### src/rtl/mips_pkg.sv
// Shared definitions for the MIPS-subset core: opcode/funct encodings,
// fetch state encoding and the program counter width.
package mips_pkg;

    localparam int PC_W = 32;

    localparam logic [5:0] OP_RTYPE = 6'h00;
    localparam logic [5:0] OP_J     = 6'h02;
    localparam logic [5:0] OP_BEQ   = 6'h04;
    localparam logic [5:0] OP_ADDI  = 6'h08;
    localparam logic [5:0] OP_LW    = 6'h23;
    localparam logic [5:0] OP_SW    = 6'h2B;

    localparam logic [5:0] FUNCT_ADD = 6'h20;
    localparam logic [5:0] FUNCT_SUB = 6'h22;
    localparam logic [5:0] FUNCT_AND = 6'h24;
    localparam logic [5:0] FUNCT_OR  = 6'h25;
    localparam logic [5:0] FUNCT_SLT = 6'h2A;

    typedef enum logic [1:0] {
        ST_IDLE  = 2'd0,
        ST_FETCH = 2'd1,
        ST_HOLD  = 2'd2
    } fetch_state_t;

endpackage

### src/rtl/fetch_next_pc.sv
// Combinational next-PC selection for the fetch stage: sequential PC+4,
// branch target and pseudo-direct jump target (jump wins over branch).
module fetch_next_pc
    import mips_pkg::*;
(
    input  logic [PC_W-1:0] pc,
    input  logic [PC_W-1:0] instr_pcplus4,
    input  logic [25:0]     jump_index,
    input  logic            is_jump,
    input  logic            branch_taken,
    input  logic [PC_W-1:0] branch_offset,
    output logic [PC_W-1:0] seq_pc,
    output logic [PC_W-1:0] next_pc
);

    logic [PC_W-1:0] branch_target;
    logic [PC_W-1:0] jump_target;

    // All sums wrap modulo 2^32; the shift drops the offset's top two bits.
    assign seq_pc        = pc + 32'd4;
    assign branch_target = instr_pcplus4 + (branch_offset << 2);
    assign jump_target   = {instr_pcplus4[31:28], jump_index, 2'b00};

    always_comb begin
        next_pc = instr_pcplus4;
        if (is_jump) begin
            next_pc = jump_target;
        end else if (branch_taken) begin
            next_pc = branch_target;
        end
    end

endmodule

### src/rtl/fetch_stage.sv
// Instruction fetch stage: PC, imem req/ack handshake and instruction register.
// Define FETCH_JUMP_EN to let a held j instruction redirect the PC.
module fetch_stage
    import mips_pkg::*;
#(
    parameter logic [PC_W-1:0] RESET_PC = 32'h0000_0000
) (
    input  logic            clk,
    input  logic            reset,
    output logic            imem_req,
    output logic [PC_W-1:0] imem_addr,
    input  logic            imem_ack,
    input  logic [31:0]     imem_rdata,
    input  logic            stall,
    input  logic            branch_taken,
    input  logic [31:0]     branch_offset,
    output logic [31:0]     instr,
    output logic            instr_valid,
    output logic [5:0]      opcode,
    output logic [5:0]      funct,
    output logic [PC_W-1:0] instr_pcplus4
);

    localparam logic [PC_W-1:0] RESET_PC_ALIGNED = {RESET_PC[PC_W-1:2], 2'b00};

    fetch_state_t    state_reg;
    logic [PC_W-1:0] pc_reg;
    logic [31:0]     instr_reg;
    logic [PC_W-1:0] pcplus4_reg;
    logic            valid_reg;
    logic            req_reg;
    logic            is_jump;
    logic [PC_W-1:0] seq_pc;
    logic [PC_W-1:0] next_pc;

`ifdef FETCH_JUMP_EN
    assign is_jump = (instr_reg[31:26] == OP_J);
`else
    assign is_jump = 1'b0;
`endif

    fetch_next_pc u_next_pc (
        .pc            (pc_reg),
        .instr_pcplus4 (pcplus4_reg),
        .jump_index    (instr_reg[25:0]),
        .is_jump       (is_jump),
        .branch_taken  (branch_taken),
        .branch_offset (branch_offset),
        .seq_pc        (seq_pc),
        .next_pc       (next_pc)
    );

    always_ff @(posedge clk or posedge reset) begin
        if (reset) begin
            state_reg   <= ST_IDLE;
            pc_reg      <= RESET_PC_ALIGNED;
            req_reg     <= 1'b0;
            instr_reg   <= 32'd0;
            valid_reg   <= 1'b0;
            pcplus4_reg <= '0;
        end else begin
            case (state_reg)
                ST_IDLE: begin
                    state_reg <= ST_FETCH;
                    req_reg   <= 1'b1;
                end
                ST_FETCH: begin
                    if (imem_ack) begin
                        instr_reg   <= imem_rdata;
                        pcplus4_reg <= seq_pc;
                        valid_reg   <= 1'b1;
                        req_reg     <= 1'b0;
                        state_reg   <= ST_HOLD;
                    end
                end
                ST_HOLD: begin
                    // Redirect inputs only matter on the consuming edge.
                    if (!stall) begin
                        pc_reg    <= next_pc;
                        valid_reg <= 1'b0;
                        req_reg   <= 1'b1;
                        state_reg <= ST_FETCH;
                    end
                end
                default: begin
                    state_reg <= ST_IDLE;
                    req_reg   <= 1'b0;
                end
            endcase
        end
    end

    assign imem_req      = req_reg;
    assign imem_addr     = pc_reg;
    assign instr         = instr_reg;
    assign instr_valid   = valid_reg;
    assign instr_pcplus4 = pcplus4_reg;
    assign opcode        = instr_reg[31:26];
    assign funct         = instr_reg[5:0];

endmodule
### config.mk
export PLATFORM = sky130hd
export DESIGN_NAME = fetch_stage
export DESIGN_NICKNAME = d
export VERILOG_FILES = /design/src/rtl/mips_pkg.sv /design/src/rtl/fetch_next_pc.sv /design/src/rtl/fetch_stage.sv
export SDC_FILE = /design/constraint.sdc
export NUM_CORES = 1
export LEC_CHECK = 0
export ABC_CLOCK_PERIOD_IN_PS = 6900
export BUFFER_PORTS_ARGS = -buffer_cell sky130_fd_sc_hd__buf_2
export CORE_MARGIN = 5
export CORE_UTILIZATION = 57
export CTS_CLUSTER_SIZE = 40
export DETAILED_ROUTE_END_ITERATION = 12
export GPL_ROUTABILITY_DRIVEN = 0
export PLACE_DENSITY = 0.94
export SYNTH_ARGS = -nofsm -noshare
export SYNTH_HDL_FRONTEND = slang
export SYNTH_SLANG_ARGS = --single-unit
### constraint.sdc
create_clock -name clk -period 6.9 [get_ports clk]
set_input_delay 1.38 -clock clk [delete_from_list [all_inputs] [get_ports clk]]
set_output_delay 1.38 -clock clk [all_outputs]
set_load 0.02 [all_outputs]
# == Word-level counts from Yosys, hierarchy flattened ==
# Cells that the tools add are included.
# W data, S select, Z words.
# op_classes
n_mux,10
n_reduce_logical,6
eq_ne,4
bitwise_logic,1
addsub,2
# ops
operator,n
$add A32 B3 Y32 const B,1
$add A32 B32 Y32,1
$mux W32,1
$pmux W2 S3,1
$reduce_and A2 Y1,3
$mux W1,4
$mux W2,2
$ne A2 B2 Y1 const B,2
$pmux W1 S3,1
$reduce_and A3 Y1,1
$eq A2 B1 Y1 const B,1
$eq A2 B2 Y1 const B,1
$logic_not A2 Y1,1
$pmux W1 S2,1
$reduce_bool A2 Y1,1
$not A1 Y1,1
# word_totals
in_bits,69
wordCells,29
regBits,100
out_inout_bits,110

# == Logic depth before layout (Yosys ltp) ==
# Gate-level depths: netlist of the first run.
# depth
depth_word,3
ltp_mapped,9
ltp_nobuf,9

# == Modules after synthesis ==
# Synthesis of the first run repeated with hierarchy kept, for this count alone.
# hier_totals
hier_cells,631
hier_area_um2,6507.5
# by_module_without_submodules
mod,instances,cells_per_inst,area_each_um2
fetch_stage,1,228,3817.4
fetch_next_pc,1,403,2690.1

# == Worst setup path after synthesis of the first run ==
# No wires, ideal clock.
# synth_path
path_type,input to register
start,in branch_offset[0]
end,reg pc_reg[24] (netlist: imem_addr[24])
t_arrival_ns,3.381
setup_ns,0.135
cell_stages,9
slack_ns,3.385
required_ns,6.765
path_cell_list,ha_1 fa_1 a211o_1 a211o_1 nand4_1 a211oi_1 or3_1 a31oi_1 o21ai_0
# synth_via
elab_chain_len,2
# synth_rtl
element,line,rtl
"start, declared",fetch_stage.sv:16,"input logic [31:0] branch_offset,"
$add A32 B32 Y32,fetch_next_pc.sv:21,assign branch_target = instr_pcplus4 + (branch_offset << 2);
$mux W32,fetch_next_pc.sv:28,end else if (branch_taken) begin
"end signal, assigned",fetch_stage.sv:79,pc_reg <= next_pc;
"end, declared",fetch_stage.sv:27,logic [PC_W-1:0] pc_reg;
# Every way passes these cells.
# A chain may end at the register's enable or synchronous reset.

# == Worst setup path in the final report of the first run ==
# Same ends and word-level chain as after synthesis.

==> out/qor_table.md, run 1 <==
| Group | Quantity | Reported |
| --- | --- | --- |
| detailed routing | Length of routed wiring on met1 | 6814 microns |
| final layout | Count of fill cells added during filler insertion | 881 |
| detailed routing | Routed wire per std cell | 17.17 microns |
| floorplan | Top Ports | 179 |
| clocking | Quantity of hold-fixing buffers added after cts | 0 |
| sta | Max Transition Viols Final | 0 |
| global routing | Global routing usage summed across all routing layers | 25.46% |
| sta | Worst slew pin tran | 987.0 ps |
| final layout | Leading cell type in the layout, fill and taps excluded | sky130_fd_sc_hd__buf_2 |
| synth | Most instantiated flip-flop cell in the synthesis netlist | sky130_fd_sc_hd__dfrtp_1 |
| detailed routing | Average via count per standard cell | 5.767 |
| setup path | Cell class contributing the biggest share of worst-path delay | compound AO/OA/AOI/OAI gates |
| global routing | Global-route congestion overflow total | 0 |
| floorplan | Area of the die | 12,990 sq um |
| setup path | CP required | 7140 ps |
| setup path | Buf/Inv on CP | 1 |
| setup path | Critical path start-end classification | input port to flip-flop |
| clocking | Number of gates resized after CTS | 0 |
| sta | Clock Skews | 16.80 ps |
| synth | Synthesized area | 6160 sq um |
| final layout | Relative area change from synthesis to final layout | 17.06% |
| floorplan | Die width | 114.0 microns |
| synth | Synth Area per Inst | 9.277 sq um |
| setup path | Kind of launch point of the worst setup path | input port |
| clocking | Buffer depth of the longest clock path | 2 |
| detailed routing | Overall via count from detail_route | 5,531 |
| floorplan | Die outline height | 114.0 microns |
| final layout | Seq. cell area | 2477 sq um |
| pwr | Total net switching power | 1670 uW |
| final layout | Antenna diode instance count | 0 |
| sta | Worst rel slew slack | 34.20% |
| setup path | Worst-path maximum fanout | 3 |
| flow run | Number of max-cap violations | 0 |
| placement | Sum of net half-perimeters after detailed placement | 12,180 microns |
| detailed routing | Number of search-and-repair iterations in the first detailed-routing pass | 5 |
| setup path | Slowest stage cell on the critical path | sky130_fd_sc_hd__fa_1 |
| pwr | Power Internal | 1729 uW |
| setup path | Cell chain of the critical path | buf_2 -> ha_1 -> fa_1 -> a211o_1 -> a211o_1 -> nand4_1 -> a211oi_1 -> or3_1 -> a31oi_1 -> o21ai_0 |
| clocking | Clock latency at the later pin of the worst-skew pair | 390 ps |
| worst hold path | Class of the most critical hold timing path | flip-flop to flip-flop |
| sta | RSZ-0062 raised after global routing | false |
| detailed routing | Length of routed met3 wiring | 1120 microns |
| clocking | Number of buffers inserted during clock tree synthesis | 9 |
| final layout | Final nets | 914 |
| sta | Final period util | 50.94% |
| clocking | CTS Sinks | 99 |
| sta | Clock period minus worst slack | 3515 ps |
| placement | Number of placed instances, taps included | 943 |
| sta | Hold violation total from the final report | 0 |
| final layout | Share of layout cells above drive strength 1 | 29.67% |
| clocking | Clock transition at path regs | 100 ps |
| clocking | Root buffer cell | sky130_fd_sc_hd__clkbuf_8 |
| pwr | Peak supply drop | 0.0002749 V |
| pwr | Portion of total power attributed to the clock network | 10.4% |
| synth | Number of warnings printed during yosys synthesis | 0 |
| sta | Count of endpoints failing setup in the final report | 0 |
| global routing | Maximum number of pins on one net before global-route repair | 61 |
| global routing | Initial antenna violation count | 0 |
| setup path | Kind of end point of the critical path | flip-flop |
| run status | Run status | finished clean |
| detailed routing | Initial DRC Count | 425 |
| final layout | Most used cells in the layout excluding fill and tap cells | sky130_fd_sc_hd__buf_2 (176), sky130_fd_sc_hd__dfrtp_1 (99), sky130_fd_sc_hd__nand2_1 (90) |
| setup path | Worst stage delay on the critical path | 440 ps |
| sta | Worst hold slack after final layout | 480.3 ps |
| pwr | Relative contribution of combinational cells to total power | 56.7% |
| floorplan | Core Region | 10,700 sq um |
| detailed routing | Total wire length after detailed routing | 16,460 microns |
| sta | Fmax | 284.5 MHz |
| floorplan | Placement row count | 38 |
| synth | Post-Synthesis Net Count | 764 |
| pwr | Static leakage | 0.003511 uW |
| global routing | Via count of the first global-routing pass | 5,405 |
| setup path | Reg-to-reg setup timing slack | 4040 ps |
| synth | Synthesized instance count | 664 |
| setup path | Cell mode on critical path | sky130_fd_sc_hd__a211o_1 |
| pwr | Switching power as a share of total power | 49.13% |
| pwr | Sequential power share | 32.8% |
| synth | Count of unique library cells instantiated by Yosys | 62 |
| pwr | Total power divided by cell area | 471.3 nW/um^2 |
| clocking | Post-CTS setup repair buffer count | 0 |
| synth | EDFF count, synth | 0 |
| detailed routing | Top metal layer carrying routed signals | met4 |
| final layout | Multi-input logic area | 3427 sq um |
| detailed routing | DRC viols | 0 |
| synth | Proportion of synthesized flip-flops having asynchronous set or reset | 100.0% |
| final layout | Count of non-filler cells in the finished layout | 959 |
| sta | Setup TNS after final layout | 0 ps |
| detailed routing | ANT nets after route | 0 |
| detailed routing | Met2 wirelength from detailed routing | 8085 microns |
| global routing | First-pass GRT wire length | 26,620 microns |
| synth | Post-synthesis register bit count | 99 |
| placement | Port-buffer cells | 176 |
| synth | Share of synthesized area occupied by flip-flops and latches | 40.22% |
| setup path | Arrival time at the worst endpoint | 3750 ps |
| floorplan | Initial cell density of the core | 57.58% |
| clocking | CTS H-tree depth | 3 |
| clocking | TritonCTS clock tree | yes |
through the flow:
| step | worst slack [ps] | cell area (sq um) | power, uW | util, % |
|---|---|---|---|---|
| 2_1_floorplan | 2930 | 6160 | 2489 | - |
| 3_3_place_gp | 3044 | 7034 | 2966 | 65.75 |
| 3_5_place_dp | 3024 | 7034 | 3037 | 65.75 |
| 4_1_cts | 3432 | 7211 | 3397 | 67.40 |
| 5_1_grt | 3273 | 7211 | 3649 | 67.40 |
| 6_report | 3385 | 7211 | 3399 | 67.40 |
power by group through the flow:
stage	Combinational (uW)	Clock, uW	Sequential [uW]
2_1_floorplan	1100	0	1390
3_3_place_gp	1860	0	1100
3_5_place_dp	1920	0	1120
4_1_cts	1930	359	1110
5_1_grt	2110	383	1160
6_report	1930	355	1120
tightest hold or removal path, stage by stage, from the launching register on:
cell and delay [ps]:
sky130_fd_sc_hd__dfrtp_1 350, sky130_fd_sc_hd__nand2_1 50, sky130_fd_sc_hd__nand2_1 50
layout make-up:
cell class                      instances  share of cell area (%)
Clock inverter                          6                  0.6767
Multi-Input combinational cell        514                   47.53
Sequential cell                        99                   34.36
Inverter                                9                  0.5032
Tap cell                              140                   2.429
Clock buffer                           10                   1.770
Timing Repair Buffer                  181                   12.74
layer usage:
layer	up-vias	track usage [%]
met5	-	0
met4	0	10.61
met3	37	4.721
met2	223	42.04
met1	2599	32.95
li1	2672	-
synthesized netlist by cell type (4+ instances only):
cell                        n  share of area [%]
sky130_fd_sc_hd__nand3_1   23                1.9
sky130_fd_sc_hd__o21bai_1   5               0.61
sky130_fd_sc_hd__o211ai_1   5               0.61
sky130_fd_sc_hd__xnor2_1   23                3.3
sky130_fd_sc_hd__inv_1      9               0.55
sky130_fd_sc_hd__mux2i_1   12                2.0
sky130_fd_sc_hd__xor2_1    18                2.6
sky130_fd_sc_hd__o31ai_1    4               0.49
sky130_fd_sc_hd__nor2_1    33                2.0
sky130_fd_sc_hd__a21oi_1   50                4.1
sky130_fd_sc_hd__dfrtp_1   99                 40
sky130_fd_sc_hd__buf_4     16                2.0
sky130_fd_sc_hd__nand4_1    8               0.81
sky130_fd_sc_hd__o21ai_0   65                5.3
sky130_fd_sc_hd__ha_1      30                6.1
sky130_fd_sc_hd__mux2_2    35                6.4
sky130_fd_sc_hd__a21o_1    15                1.8
sky130_fd_sc_hd__and3_1    18                1.8
sky130_fd_sc_hd__nor2b_1    8               0.81
sky130_fd_sc_hd__or3_1      7               0.71
sky130_fd_sc_hd__nor3_1     6               0.49
sky130_fd_sc_hd__nand3b_1   4               0.49
sky130_fd_sc_hd__clkbuf_1  19                1.2
sky130_fd_sc_hd__a31oi_1    7               0.71
sky130_fd_sc_hd__buf_1      4               0.24
sky130_fd_sc_hd__a211o_1    5               0.71
sky130_fd_sc_hd__nand2_1   90                5.5
worst paths after layout:
path,start,to,cells after the start
max in group asynchronous,reset,imem_addr[4],3
worst max register to register,instr_pcplus4[2],imem_addr[24],9
worst max-delay path,branch_offset[0],imem_addr[24],10
min in group asynchronous,reset,instr[28],2
worst min-delay path,instr_valid,instr_valid,2
worst min register to register,instr_valid,instr_valid,2
kinds of logic (layout without fill, tap and decap cells):
family,Yosys count,after routing,synth area share (%)
and+or+nand+nor,212,212,16.51
adders and majority gates,31,31,6.419
muxes,47,47,8.349
buffers and inverters,51,206,4.144
AOI/OAI and AO/OA,183,183,18.53
DFF,99,99,40.22
xor gates and xnor gates,41,41,5.830
Power figures use the tool's default switching activity.
==> run 2: changes to the inputs <==
--- a/config.mk
+++ b/config.mk
@@ -5,14 +5,15 @@
 export SDC_FILE = /design/constraint.sdc
 export NUM_CORES = 1
 export LEC_CHECK = 0
-export ABC_CLOCK_PERIOD_IN_PS = 6900
+export ABC_AREA = 1
+export ABC_CLOCK_PERIOD_IN_PS = 3100
 export BUFFER_PORTS_ARGS = -buffer_cell sky130_fd_sc_hd__buf_2
 export CORE_MARGIN = 5
-export CORE_UTILIZATION = 57
+export CORE_UTILIZATION = 49
 export CTS_CLUSTER_SIZE = 40
 export DETAILED_ROUTE_END_ITERATION = 12
 export GPL_ROUTABILITY_DRIVEN = 0
-export PLACE_DENSITY = 0.94
+export PLACE_DENSITY = 0.85
 export SYNTH_ARGS = -nofsm -noshare
 export SYNTH_HDL_FRONTEND = slang
 export SYNTH_SLANG_ARGS = --single-unit
==> constraint.sdc (replaced) <==
create_clock -name clk -period 3.1 [get_ports clk]
set_input_delay 0.62 -clock clk [delete_from_list [all_inputs] [get_ports clk]]
set_output_delay 0.62 -clock clk [all_outputs]
set_load 0.02 [all_outputs]
==> run 2 against run 1 <==
Against the previous run:
- cell area increased by 15%
- flip-flop and latch count unchanged
- clock-buffer cell count up 2
- first-iteration DRC count is 61% higher
- die area rose by 30%
- final cell count grew 46%
- synthesized cell count increased by 60%
- routed wire length up 27%
- worst hold slack got worse by 28 ps
- non-clock buffer count rose by 3
==> out/qor_table.md, run 2 <==
| Group | Quantity | Reported |
| --- | --- | --- |
| floorplan | Die width | 129.8 microns |
| run status | Run status | finished clean |
| final layout | Leading cell type in the layout, fill and taps excluded | sky130_fd_sc_hd__nand2_1 |
| pwr | Total net switching power | 4546 uW |
| setup path | Critical path start-end classification | flip-flop to flip-flop |
| detailed routing | Number of search-and-repair iterations in the first detailed-routing pass | 5 |
| sta | Clock period minus worst slack | 2333 ps |
| clocking | CTS Sinks | 99 |
| synth | Fraction of the mapped netlist area in adder cells | 5.622% |
| detailed routing | Routed wire per std cell | 14.90 microns |
| detailed routing | Total wire length after detailed routing | 20,890 microns |
| placement | Number of placed instances, taps included | 1,386 |
| floorplan | Initial cell density of the core | 50.28% |
| synth | EDFF count, synth | 0 |
| pwr | Peak supply drop | 0.0006431 V |
| pwr | Sequential power share | 30.4% |
| global routing | Maximum number of pins on one net before global-route repair | 67 |
| pwr | Portion of total power attributed to the clock network | 12.5% |
| setup path | CP required | 3310 ps |
| detailed routing | Average via count per standard cell | 5.208 |
| sta | Worst slew pin tran | 882.0 ps |
| synth | Post-synthesis register bit count | 99 |
| pwr | Total power | 8662 uW |
| final layout | Share of layout cells above drive strength 1 | 18.66% |
| setup path | Worst-path maximum fanout | 4 |
| clocking | Clock transition at path regs | 70 ps |
| sta | Hold violation total from the final report | 0 |
| flow run | Number of max-cap violations | 0 |
| synth | Synthesized instance count | 1,064 |
| floorplan | Die outline height | 129.8 microns |
| final layout | Relative area change from synthesis to final layout | 17.91% |
| global routing | Global-route congestion overflow total | 0 |
| detailed routing | DRC viols | 0 |
| sta | Setup TNS after final layout | 0 ps |
| sta | Max Transition Viols Final | 0 |
| final layout | Count of fill cells added during filler insertion | 1,329 |
| synth | Count of unique library cells instantiated by Yosys | 40 |
| synth | Proportion of synthesized flip-flops having asynchronous set or reset | 100.0% |
| detailed routing | Length of routed wiring on met1 | 8415 microns |
| synth | Number of warnings printed during yosys synthesis | 0 |
| synth | Share of synthesized area occupied by flip-flops and latches | 35.23% |
| sta | Worst rel slew slack | 41.08% |
| sta | Final period util | 75.25% |
| pwr | Power Internal | 4116 uW |
| synth | Cell with the most instances after synthesis | sky130_fd_sc_hd__nand2_1 |
| sta | RSZ-0062 raised after global routing | false |
| floorplan | Area of the die | 16,850 sq um |
| clocking | Post-CTS setup repair buffer count | 0 |
| synth | Top cell type by total area after synthesis | sky130_fd_sc_hd__dfrtp_1 |
| synth | Synthesized area | 7033 sq um |
| final layout | Most used cells in the layout excluding fill and tap cells | sky130_fd_sc_hd__nand2_1 (415), sky130_fd_sc_hd__buf_2 (176), sky130_fd_sc_hd__inv_1 (145) |
| synth | Post-synthesis simple-gate area fraction | 35.81% |
| detailed routing | Length of routed met3 wiring | 2010 microns |
| synth | Post-synthesis mux area share | 0% |
| setup path | Kind of launch point of the worst setup path | flip-flop |
| floorplan | Placement row count | 43 |
| synth | Parity-gate share of the synthesized area counting xor and xnor cells | 2.864% |
| clocking | Quantity of hold-fixing buffers added after cts | 0 |
| synth | Top cells by area, synth | sky130_fd_sc_hd__dfrtp_1 (35%), sky130_fd_sc_hd__nand2_1 (22%), sky130_fd_sc_hd__inv_1 (7.8%), sky130_fd_sc_hd__ha_1 (5.3%), sky130_fd_sc_hd__nand3_1 (4.3%) |
| clocking | Number of buffers inserted during clock tree synthesis | 9 |
| placement | Port-buffer cells | 176 |
| clocking | Root buffer cell | sky130_fd_sc_hd__clkbuf_16 |
| global routing | First-pass GRT wire length | 33,440 microns |
| clocking | CTS H-tree depth | 3 |
| detailed routing | Top metal layer carrying routed signals | met4 |
| synth | Synth Area per Inst | 6.610 sq um |
| final layout | Antenna diode instance count | 0 |
| detailed routing | Met2 wirelength from detailed routing | 9465 microns |
| detailed routing | Initial DRC Count | 684 |
| placement | Sum of net half-perimeters after detailed placement | 16,040 microns |
| sta | Count of endpoints failing setup in the final report | 0 |
| synth | Most frequent cells after synthesis | sky130_fd_sc_hd__nand2_1 (415), sky130_fd_sc_hd__inv_1 (146), sky130_fd_sc_hd__dfrtp_1 (99) |
| global routing | Initial antenna violation count | 0 |
| pwr | Total power divided by cell area | 1045 nW/um^2 |
| sta | Fmax | 428.7 MHz |
| clocking | Buffer depth of the longest clock path | 2 |
| pwr | Relative contribution of combinational cells to total power | 57.1% |
| worst hold path | Class of the most critical hold timing path | input port to async pin |
| final layout | Final nets | 1,317 |
| clocking | TritonCTS clock tree | yes |
| synth | Top cell type's share of synthesized area | 35.23% |
| setup path | Reg2reg path depth | 9 |
| sta | Clock Skews | 5.264 ps |
| detailed routing | ANT nets after route | 0 |
| setup path | Kind of end point of the critical path | flip-flop |
| final layout | Count of non-filler cells in the finished layout | 1,402 |
| pwr | Switching power as a share of total power | 52.48% |
| clocking | Number of gates resized after CTS | 0 |
| clocking | Clock latency at the later pin of the worst-skew pair | 340 ps |
| pwr | Static leakage | 0.004823 uW |
| synth | Post-Synthesis Net Count | 1,164 |
| global routing | Via count of the first global-routing pass | 6,962 |
| floorplan | Top Ports | 179 |
| global routing | Global routing usage summed across all routing layers | 24.89% |
| setup path | Arrival time at the worst endpoint | 2540 ps |
| floorplan | Core Region | 13,990 sq um |
| synth | Compound-cell area share of the yosys netlist | 9.180% |
| detailed routing | Overall via count from detail_route | 7,301 |
| synth | Largest family of logic cells by synthesized area | simple AND/OR/NAND/NOR gates |
| synth | Most instantiated flip-flop cell in the synthesis netlist | sky130_fd_sc_hd__dfrtp_1 |
[run 2: area by class of cell]
cell class	instances	area, sq um	area share [%]
repair buffers	184	965.9	11.65
flip-flops and latches	99	2477	29.87
multi-input cells	773	3767	45.43
clock buffers	12	266.5	3.214
inverters	150	566.8	6.835
well taps	180	225.2	2.716
clock inverters	4	23.77	0.2867
[run 2: per-layer routing]
metal | up-vias | GRT usage [%]
met2 | 331 | 40.67
met5 | - | 0
li1 | 3619 | -
met4 | 0 | 11.92
met3 | 66 | 4.707
met1 | 3285 | 31.87
[run 2: cells by family after synthesis]
logic type,Yosys count
and+or+nand+nor,600
xor gates and xnor gates,23
buffers and inverters,192
AOI/OAI and AO/OA,119
DFF,99
adders and majority gates,31
[run 2: per-stage QoR]
stage	area, sq um	hold slack, ps	util, %	setup slack [ps]
CTS	8293	465.0	59.28	820.5
detailed placement	8003	456.8	57.21	500.6
finish	8293	451.9	59.28	767.2
global route	8293	466.2	59.28	657.0
floorplan	7037	474.1	-	930.3
global placement	8003	449.6	57.21	546.5
[run 2: path summary, 6_finish.rpt]
check / from / end / slack (ps)
max: instr_pcplus4[2] / imem_addr[14] / 770
min: reset / instr[22] / 450
max reg2reg: instr_pcplus4[2] / imem_addr[14] / 770
min reg2reg: instr[11] / instr[11] / 470
max in group asynchronous: reset / instr[17] / 1960
min in group clk: instr[11] / instr[11] / 470
[run 2: worst max-delay path: stages (launching register included)]
cell	delay, ps
sky130_fd_sc_hd__dfrtp_1	410
sky130_fd_sc_hd__ha_1	250
sky130_fd_sc_hd__fa_1	430
sky130_fd_sc_hd__nand3_1	110
sky130_fd_sc_hd__nand3_1	160
sky130_fd_sc_hd__nand3_1	110
sky130_fd_sc_hd__nand3_1	170
sky130_fd_sc_hd__xor2_1	200
sky130_fd_sc_hd__o21ai_0	230
sky130_fd_sc_hd__o21ai_0	130
[run 2: power by group through the flow]
stage | registers (uW) | logic [uW] | clock network, uW
floorplan | 3130 | 2870 | 0
global placement | 2590 | 4800 | 0
detailed placement | 2600 | 4910 | 0
CTS | 2610 | 4940 | 1100
global route | 2720 | 5480 | 1160
finish | 2630 | 4950 | 1080
==> run 3: changes to the inputs <==
--- a/config.mk
+++ b/config.mk
@@ -5,11 +5,11 @@
 export SDC_FILE = /design/constraint.sdc
 export NUM_CORES = 1
 export LEC_CHECK = 0
-export ABC_AREA = 1
-export ABC_CLOCK_PERIOD_IN_PS = 3100
+export ABC_AREA = 0
+export ABC_CLOCK_PERIOD_IN_PS = 1900
 export BUFFER_PORTS_ARGS = -buffer_cell sky130_fd_sc_hd__buf_2
 export CORE_MARGIN = 5
-export CORE_UTILIZATION = 49
+export CORE_UTILIZATION = 48
 export CTS_CLUSTER_SIZE = 40
 export DETAILED_ROUTE_END_ITERATION = 12
 export GPL_ROUTABILITY_DRIVEN = 0
==> constraint.sdc (replaced) <==
create_clock -name clk -period 1.9 [get_ports clk]
set_input_delay 0.38 -clock clk [delete_from_list [all_inputs] [get_ports clk]]
set_output_delay 0.38 -clock clk [all_outputs]
set_load 0.02 [all_outputs]
==> run 3 against run 2 <==
Against the previous run:
- the flow now finishes with violations (setup timing)
- flip-flop and latch count did not move
- critical path type unchanged
- first-iteration DRC count fell by 30%
- non-clock buffer count rose by 161
- highest routed layer unchanged
- core utilization rose by 13 points
- maximum frequency fell by 9.7%
- setup slack got worse by 1500 ps
- worst hold slack got worse by 350 ps
- global-route usage rose by 1.6 points
==> out/qor_table.md, run 3 (synthesized netlist as in run 1, its figures left out) <==
| Group | Quantity | Reported |
| --- | --- | --- |
| run status | Run status | finished with violations |
| run status | Violations in the final reports | setup timing |
| setup path | Reg2reg path depth | 9 |
| sta | Count of endpoints failing setup in the final report | 25 |
| setup path | Kind of end point of the critical path | flip-flop |
| detailed routing | Overall via count from detail_route | 6,535 |
| floorplan | Die width | 123.3 microns |
| final layout | Count of fill cells added during filler insertion | 937 |
| clocking | Buffer depth of the longest clock path | 2 |
| final layout | Most used cells in the layout excluding fill and tap cells | sky130_fd_sc_hd__buf_2 (176), sky130_fd_sc_hd__buf_4 (155), sky130_fd_sc_hd__dfrtp_1 (88) |
| sta | Clock period minus worst slack | 2583 ps |
| setup path | Reg-to-reg setup timing slack | -680 ps |
| detailed routing | Routed wire per std cell | 17.99 microns |
| final layout | Antenna diode instance count | 0 |
| detailed routing | ANT nets after route | 0 |
| final layout | Final nets | 1,078 |
| setup path | Worst-path maximum fanout | 3 |
| clocking | Root buffer cell | sky130_fd_sc_hd__clkbuf_16 |
| pwr | Peak supply drop | 0.001310 V |
| sta | Final WS setup | -683.4 ps |
| sta | Worst hold slack after final layout | 99.92 ps |
| setup path | Cell mode on critical path | sky130_fd_sc_hd__a211o_1 |
| sta | Setup TNS after final layout | -11,400 ps |
| placement | Sum of net half-perimeters after detailed placement | 15,040 microns |
| sta | Max Transition Viols Final | 0 |
| pwr | Relative contribution of combinational cells to total power | 64.8% |
| setup path | Cell class contributing the biggest share of worst-path delay | compound AO/OA/AOI/OAI gates |
| clocking | TritonCTS clock tree | yes |
| global routing | Initial antenna violation count | 0 |
| global routing | Maximum number of pins on one net before global-route repair | 57 |
| pwr | Power Internal | 8717 uW |
| final layout | Share of layout cells above drive strength 1 | 48.42% |
| final layout | Design area | 9145 sq um |
| sta | RSZ-0062 raised after global routing | true |
| setup path | Arrival time at the worst endpoint | 2820 ps |
| sta | Final period util | 136.0% |
| clocking | Number of buffers inserted during clock tree synthesis | 9 |
| setup path | Start of the worst register-to-register path | instr_pcplus4[2] |
| clocking | Quantity of hold-fixing buffers added after cts | 0 |
| pwr | Switching power as a share of total power | 45.31% |
| detailed routing | Average via count per standard cell | 5.658 |
| clocking | CTS Sinks | 99 |
| floorplan | Initial cell density of the core | 48.81% |
| pwr | Total net switching power | 7222 uW |
| sta | Fmax | 387.1 MHz |
| global routing | Via count of the first global-routing pass | 6,509 |
| floorplan | Placement row count | 41 |
| setup path | CP required | 2130 ps |
| setup path | Buf/Inv on CP | 0 |
| pwr | Total power | 15,940 uW |
| detailed routing | Number of search-and-repair iterations in the first detailed-routing pass | 5 |
| floorplan | Core Region | 12,620 sq um |
| setup path | Kind of launch point of the worst setup path | flip-flop |
| pwr | Sequential power share | 24.2% |
| setup path | Slowest stage cell on the critical path | sky130_fd_sc_hd__dfrtp_2 |
| global routing | Global routing usage summed across all routing layers | 26.51% |
| final layout | Relative area change from synthesis to final layout | 48.47% |
| setup path | Cell chain of the critical path | ha_4 -> fa_2 -> a211o_1 -> a211o_1 -> nand4_1 -> a21oi_1 -> or3_1 -> a31oi_1 -> o21ai_1 |
| setup path | Worst stage delay on the critical path | 420 ps |
| floorplan | Die outline height | 123.3 microns |
| floorplan | Top Ports | 179 |
| sta | Hold violation total from the final report | 0 |
| setup path | Critical path start-end classification | flip-flop to flip-flop |
| floorplan | Area of the die | 15,200 sq um |
| sta | Worst slew pin tran | 642.8 ps |
| clocking | Clock transition at path regs | 70 ps |
| setup path | Worst reg2reg endpoint | imem_addr[20] |
| detailed routing | Initial DRC Count | 480 |
| pwr | Static leakage | 0.004452 uW |
| clocking | CTS H-tree depth | 3 |
| placement | Port-buffer cells | 176 |
| setup path | Worst Setup SP | instr_pcplus4[2] |
| worst hold path | Class of the most critical hold timing path | input port to async pin |
| clocking | Clock latency at the later pin of the worst-skew pair | 350 ps |
| global routing | First-pass GRT wire length | 31,430 microns |
| final layout | Leading cell type in the layout, fill and taps excluded | sky130_fd_sc_hd__buf_2 |
| placement | Worst slack at placement | -756.9 ps |
| global routing | Global-route congestion overflow total | 0 |
| sta | Clock Skews | 5.493 ps |
| pwr | Portion of total power attributed to the clock network | 11.0% |
| detailed routing | Total wire length after detailed routing | 20,780 microns |
| placement | DP Area | 8384 sq um |
| pwr | Total power divided by cell area | 1743 nW/um^2 |
| sta | Worst rel slew slack | 57.15% |
| flow run | Number of max-cap violations | 0 |
| detailed routing | DRC viols | 0 |
run 3: changes by cell type in the layout (fill, tap and decap cells not counted), moves of 13 or more:
cell                      previous run  this run
sky130_fd_sc_hd__a21o_1              2        15
sky130_fd_sc_hd__and3_1              0        16
sky130_fd_sc_hd__buf_4               6       155
sky130_fd_sc_hd__inv_1             145         8
sky130_fd_sc_hd__mux2_2              0        35
sky130_fd_sc_hd__nand2_1           415        86
sky130_fd_sc_hd__nand3_1            60        21
sky130_fd_sc_hd__nor2_1             79        29
sky130_fd_sc_hd__xnor2_1             6        21
run 3: final cells by class:
cell class	instances	area, sq um	share of cell area (%)
multi-input cells	514	3892	42.56
flip-flops and latches	99	2491	27.24
well taps	172	215.2	2.353
clock inverters	5	37.54	0.4105
inverters	9	37.54	0.4105
repair buffers	345	2228	24.37
clock buffers	11	242.7	2.654
run 3: what timing repair did:
| action | CTS | global route |
|---|---|---|
| gates resized for setup | 48 | 21 |
| setup buffers | 11 | 14 |
| pin swaps | 34 | 25 |
| setup endpoints to repair | 26 | 37 |
run 3: stage by stage:
stage,instances,util [%]
2_1_floorplan,664,-
3_3_place_gp,1115,66.44
3_5_place_dp,1115,66.44
4_1_cts,1142,71.06
5_1_grt,1155,72.47
6_report,1155,72.47
run 3: worst reg2reg max path, cell delays in order, from the launching register on:
cell,delay [ps]
sky130_fd_sc_hd__dfrtp_2,420
sky130_fd_sc_hd__ha_4,170
sky130_fd_sc_hd__fa_2,340
sky130_fd_sc_hd__a211o_1,300
sky130_fd_sc_hd__a211o_1,350
sky130_fd_sc_hd__nand4_1,190
sky130_fd_sc_hd__a21oi_1,100
sky130_fd_sc_hd__or3_1,320
sky130_fd_sc_hd__a31oi_1,190
sky130_fd_sc_hd__o21ai_1,70
run 3: layer usage:
| layer | part of all wire, % | track usage [%] | vias up |
|---|---|---|---|
| li1 | - | - | 2998 |
| met1 | 38 | 31.61 | 3178 |
| met2 | 51 | 45.70 | 290 |
| met3 | 7.7 | 5.947 | 69 |
| met4 | 3.6 | 11.76 | 0 |
| met5 | 0 | 0 | - |
run 3: worst max-delay path by stage:
stage                     to  slack [ps]  cells past startpoint
2_1_floorplan  imem_addr[24]        -530                      9
3_3_place_gp   imem_addr[26]        -690                     10
3_5_place_dp   imem_addr[18]        -760                     11
4_1_cts        imem_addr[20]        -650                      9
5_1_grt        imem_addr[20]        -790                      9
6_report       imem_addr[20]        -680                      9
run 3: power by group through the flow:
stage          combinational [uW]  clock [uW]  sequential, uW
5_1_grt                     11100        1870            3970
3_5_place_dp                 9310           0            3860
6_report                    10300        1750            3850
3_3_place_gp                 9080           0            3780
2_1_floorplan                4250           0            5120
4_1_cts                      9860        1780            3830
